## config.mk

```make
export PLATFORM = sky130hd
export DESIGN_NAME = addergen_pipe
export DESIGN_NICKNAME = d
export VERILOG_FILES = /design/src/rtl/addergen_pipe.sv
export SDC_FILE = /design/constraint.sdc
export NUM_CORES = 1
export LEC_CHECK = 0
export ABC_AREA = 1
export ABC_CLOCK_PERIOD_IN_PS = 9300
export CAP_MARGIN = 30
export CORE_UTILIZATION = 45
export CTS_CLUSTER_SIZE = 20
export DETAILED_ROUTE_END_ITERATION = 10
export GPL_ROUTABILITY_DRIVEN = 1
export GPL_TIMING_DRIVEN = 1
export PLACE_DENSITY_LB_ADDON = 0.2
export SLEW_MARGIN = 25
export SYNTH_ARGS = -nofsm -noshare
export SYNTH_HDL_FRONTEND = slang
export SYNTH_SLANG_ARGS = --single-unit
export TNS_END_PERCENT = 10
```

## constraint.sdc

```tcl
create_clock -name clk -period 9.3 [get_ports clk]
set_input_delay 1.86 -clock clk [delete_from_list [all_inputs] [get_ports clk]]
set_output_delay 1.86 -clock clk [all_outputs]
set_load 0.1 [all_outputs]
```

## src/rtl/addergen_pipe.sv

```systemverilog
// Pipelined unsigned add/subtract: SIZE-bit carry chain split into STAGES slices, valid/ready flow control.
// Define SAT_EN to clamp the result on overflow (add) or borrow (sub); co is reported either way.
module addergen_pipe #(
    parameter int SIZE   = 16,
    parameter int STAGES = 4
) (
    input  logic            clk,
    input  logic            rst,
    input  logic            in_valid,
    output logic            in_ready,
    input  logic [SIZE-1:0] a,
    input  logic [SIZE-1:0] b,
    input  logic            ci,
    input  logic            sub,
    output logic            out_valid,
    input  logic            out_ready,
    output logic [SIZE-1:0] sum,
    output logic            co
);

    localparam int W = SIZE / STAGES;

    if ((STAGES < 1) || (STAGES > SIZE) || ((SIZE % STAGES) != 0)) begin : g_bad_cfg
        $error("addergen_pipe: SIZE must be a multiple of STAGES and 1 <= STAGES <= SIZE");
    end

    logic [STAGES:0]   v;
    logic [STAGES:0]   en;
    logic [SIZE-1:0]   a_q [0:STAGES-1];
    logic [SIZE-1:0]   b_q [0:STAGES-1];
    logic [SIZE-1:0]   s_q [0:STAGES];
    logic [STAGES:0]   c_q;
    logic [SIZE-1:0]   s_d [1:STAGES];
    logic [STAGES:1]   c_d;
    logic [W:0]        slice;
`ifdef SAT_EN
    logic [STAGES-1:0] sub_q;
`endif

    // Only the top slice of the last skew register is consumed.
    logic unused_skew;
    assign unused_skew = ^{a_q[STAGES-1], b_q[STAGES-1]};

    // A stage may load when it is empty or its successor is moving.
    always_comb begin
        logic chain;
        en    = '0;
        chain = ~v[STAGES] | out_ready;
        en[STAGES] = chain;
        for (int k = STAGES - 1; k >= 0; k--) begin
            chain = ~v[k] | chain;
            en[k] = chain;
        end
    end

    assign in_ready  = en[0];
    assign out_valid = v[STAGES];
    assign sum       = s_q[STAGES];
    assign co        = c_q[STAGES];

    always_comb begin
        slice = '0;
        c_d   = '0;
        for (int k = 1; k <= STAGES; k++) begin
            s_d[k] = s_q[k-1];
            slice  = {1'b0, a_q[k-1][(k-1)*W +: W]}
                   + {1'b0, b_q[k-1][(k-1)*W +: W]}
                   + {{W{1'b0}}, c_q[k-1]};
            s_d[k][(k-1)*W +: W] = slice[W-1:0];
            c_d[k] = slice[W];
        end
`ifdef SAT_EN
        if (!sub_q[STAGES-1] && c_d[STAGES]) begin
            s_d[STAGES] = '1;
        end else if (sub_q[STAGES-1] && !c_d[STAGES]) begin
            s_d[STAGES] = '0;
        end
`endif
    end

    always_ff @(posedge clk or posedge rst) begin
        if (rst) begin
            v   <= '0;
            c_q <= '0;
`ifdef SAT_EN
            sub_q <= '0;
`endif
            for (int k = 0; k < STAGES; k++) begin
                a_q[k] <= '0;
                b_q[k] <= '0;
            end
            for (int k = 0; k <= STAGES; k++) begin
                s_q[k] <= '0;
            end
        end else begin
            // Subtraction is a + ~b + ~ci, so the inversion happens once on entry.
            if (en[0]) begin
                v[0]   <= in_valid;
                a_q[0] <= a;
                b_q[0] <= sub ? ~b : b;
                c_q[0] <= sub ? ~ci : ci;
`ifdef SAT_EN
                sub_q[0] <= sub;
`endif
            end
            for (int k = 1; k < STAGES; k++) begin
                if (en[k]) begin
                    a_q[k] <= a_q[k-1];
                    b_q[k] <= b_q[k-1];
`ifdef SAT_EN
                    sub_q[k] <= sub_q[k-1];
`endif
                end
            end
            for (int k = 1; k <= STAGES; k++) begin
                if (en[k]) begin
                    v[k]   <= v[k-1];
                    s_q[k] <= s_d[k];
                    c_q[k] <= c_d[k];
                end
            end
        end
    end

endmodule
```

==> flow_metrics.tcl <==
set metrics [dict create \
    first_pass_iters 5 \
    cts_tree "yes" \
    portBuffers 56 \
    cp.arrival_ns 4.99 \
    drcViolationCount 0 \
    cp-start-kind "primary input" \
    wl_per_cell_um 12.5 \
    num_rows 40 \
    cts_made_buffers 17 \
    drive_gt1_frac 0.0633 \
    cts_resized 0 \
    async_flop_share 1.00 \
    io_pins 57 \
    area_delta_synth_final_pct 22.4 \
    routed.top_layer "met4" \
    rsz0062_at_grt "no" \
    yosysSeqAreaShare 0.567 \
    vias 4116 \
    relSlewSlack 0.351 \
    antenna_found_initial 0 \
    fillers 1136 \
    skew_ns 0.00772 \
    status "finished clean" \
    peakVddDrop_mv 0.104 \
    yosysWarnings 12 \
    path_max_fanout 87 \
    synth_ff_type "dfrtp_1" \
    post-route-period-util 0.736 \
    netlist_area_um2 5730 \
    synthAdderAreaFrac 0.0541 \
    cts_max_level 4 \
    initial_core_util 0.469 \
    place_congestion 0.758 \
    ys_types 24 \
    ys_seq_elements 130 \
    synth_edf_count 0 \
    synth_cells 635 \
    vias_per_cell 4.77 \
    grt_util_all_layers 0.188 \
    cts_setup_buffers 0 \
    synth_compound_gate_area_share 0.0469 \
    fin_util 0.574 \
    cts_sinks 130 \
    grt_pass1_vias 4118 \
    crit_required_ns 7.44 \
    final_area_um2 7020 \
    clockRootBuffer "clkbuf_16" \
    synth_fp_nets 693 \
    nNetsFinal 741 \
    finalCriticalPeriod_ns 6.85 \
    leakage_nw 3.56 \
    clkTransAtPathRegs_ns 0.05 \
    die_h_um 115 \
    max-cap-violations 0 \
    met1Wirelength_um 5280 \
    overflow 0 \
    core-area_um2 12200 \
    die_area_um2 13200 \
    antenna_cells 0 \
    hpwl_um 7160 \
    setup_viol 0 \
    synth_xor_area_frac 0.0275 \
    timing.fmax_ghz 0.146 \
    synth_area_per_cell_um2 9.03 \
    grt_pass1_wl_um 19000 \
    pwr_density_cell_nw_per_um2 316 \
    synth_top_family_by_area "simple AND/OR/NAND/NOR gates" \
    crit_type "in2out" \
    synthSimpleGateAreaFrac 0.240 \
    synthMuxAreaShare 0 \
    first_iter_violations 286 \
    routed_wl_um 10800 \
    ctsHoldBuffers 0 \
    dpl_cell_area_um2 6410 \
    max_slew.worst_pin.slew_ns 0.971 \
    hold_class "reg2reg" \
    grt_max_degree 88 \
    crit_path_end_kind "output pin" \
    die_w_um 115 \
    clockBufferDepth 2 \
    clock_latency_ns 0.42 \
    antenna_left 0 \
    wl_met2_um 4830 \
    hold_viol_final 0 \
    finalMaxSlewViolations 0 \
    wl_met3_um 438 \
    fin_setup_tns_ns 0 \
]
## worst paths after layout
check / start / to / slack [ns] / cells after the start
hold / removal: sum[4] / sum[4] / 0.47 / 2
hold reg to reg: sum[4] / sum[4] / 0.47 / 2
setup / recovery: out_ready / in_ready / 2.45 / 8
max in group asynchronous: rst / a_q[55] / 6.28 / 4
min in group asynchronous: rst / s_d[9] / 1.85 / 2
setup reg to reg: v[4] / a_q[63] / 6.95 / 7
## cell type report
class / instances / area (um2) / area share
Sequential cell: 130 / 3250 / 0.464
Multi-Input combinational cell: 420 / 2110 / 0.301
Timing Repair Buffer: 64 / 641 / 0.0913
Clock buffer: 27 / 513 / 0.0731
Tap cell: 168 / 210 / 0.0300
Inverter: 50 / 190 / 0.0271
Clock inverter: 4 / 95.1 / 0.0136
## critical path: stages
cell and delay [ns]:
clkdlybuf4s50_1 0.44, inv_2 0.08, nand3_2 0.35, nor2_4 0.19
buf_4 0.62, nand3_2 0.11, buf_4 0.28, clkdlybuf4s50_1 1.01
## state kept, by name (all words and copies together), names as in the netlist
signal	count
a_q	40
b_q	40
s_d	24
sum	16
c_q	5
v	5
## cell usage in the layout, fill, tap and decap left out, drive strengths merged
| cell | netlist | final |
|---|---|---|
| nand4 | 34 | 34 |
| dfrtp | 130 | 130 |
| buf | 17 | 8 |
| nand2 | 259 | 259 |
| nor2 | 10 | 10 |
| clkinv | 0 | 1 |
| bufinv | 0 | 3 |
| clkbuf | 18 | 27 |
| o31ai | 1 | 1 |
| ha | 12 | 12 |
| clkdlybuf4s50 | 0 | 56 |
| fa | 8 | 8 |
| xor2 | 17 | 17 |
| inv | 50 | 50 |
| a31oi | 1 | 1 |
| or2 | 5 | 5 |
| xnor2 | 1 | 1 |
| o21ai | 48 | 48 |
| nand3 | 21 | 21 |
| a21oi | 3 | 3 |
## cell usage after synthesis, types with 2 or more instances
library cell | n | area [um2]
nand4_1 | 34 | 213
inv_1 | 49 | 184
clkbuf_1 | 18 | 67.6
fa_1 | 8 | 160
buf_2 | 11 | 55.1
or2_2 | 5 | 31.3
buf_6 | 4 | 45.0
o21ai_0 | 36 | 180
nor2_1 | 9 | 33.8
nand3_2 | 2 | 20.0
o21ai_1 | 12 | 60.1
dfrtp_1 | 130 | 3250
ha_1 | 12 | 150
xor2_1 | 17 | 149
a21oi_1 | 3 | 15.0
nand2_1 | 259 | 972
nand3_1 | 19 | 95.1
## logic make-up (layout without fill, tap and decap cells)
group	after synthesis	count (layout)
XOR/XNOR	18	18
AND/OR/NAND/NOR	329	329
adder cells (fa/ha/maj)	20	20
AO/OA/AOI/OAI	53	53
buffers and inverters	85	145
flip-flops	130	130
## metrics by stage
step	hold WS (ns)	setup slack (ns)	power, mW	std cells
2_1_floorplan	0.442	3.97	1.37	635
3_3_place_gp	0.453	2.49	1.53	831
3_5_place_dp	0.458	2.45	1.55	832
4_1_cts	0.472	2.43	2.24	863
5_1_grt	0.500	2.24	2.35	863
6_report	0.466	2.45	2.21	863
## report_power, final
group | leakage (nW) | internal (mW) | total, mW | switching, mW
clock | 0.298 | 0.455 | 0.677 | 0.222
sequential | 1.56 | 0.732 | 0.825 | 0.0929
combinational | 1.70 | 0.212 | 0.713 | 0.501
total | 3.56 | 1.40 | 2.21 | 0.815
## layer usage
metal	track usage	vias to the layer above
li1	-	2099
met1	0.246	1897
met2	0.292	101
met3	0.0459	19
met4	0.0935	0
met5	0	-
No activity file was read; power rests on OpenSTA's default activity.
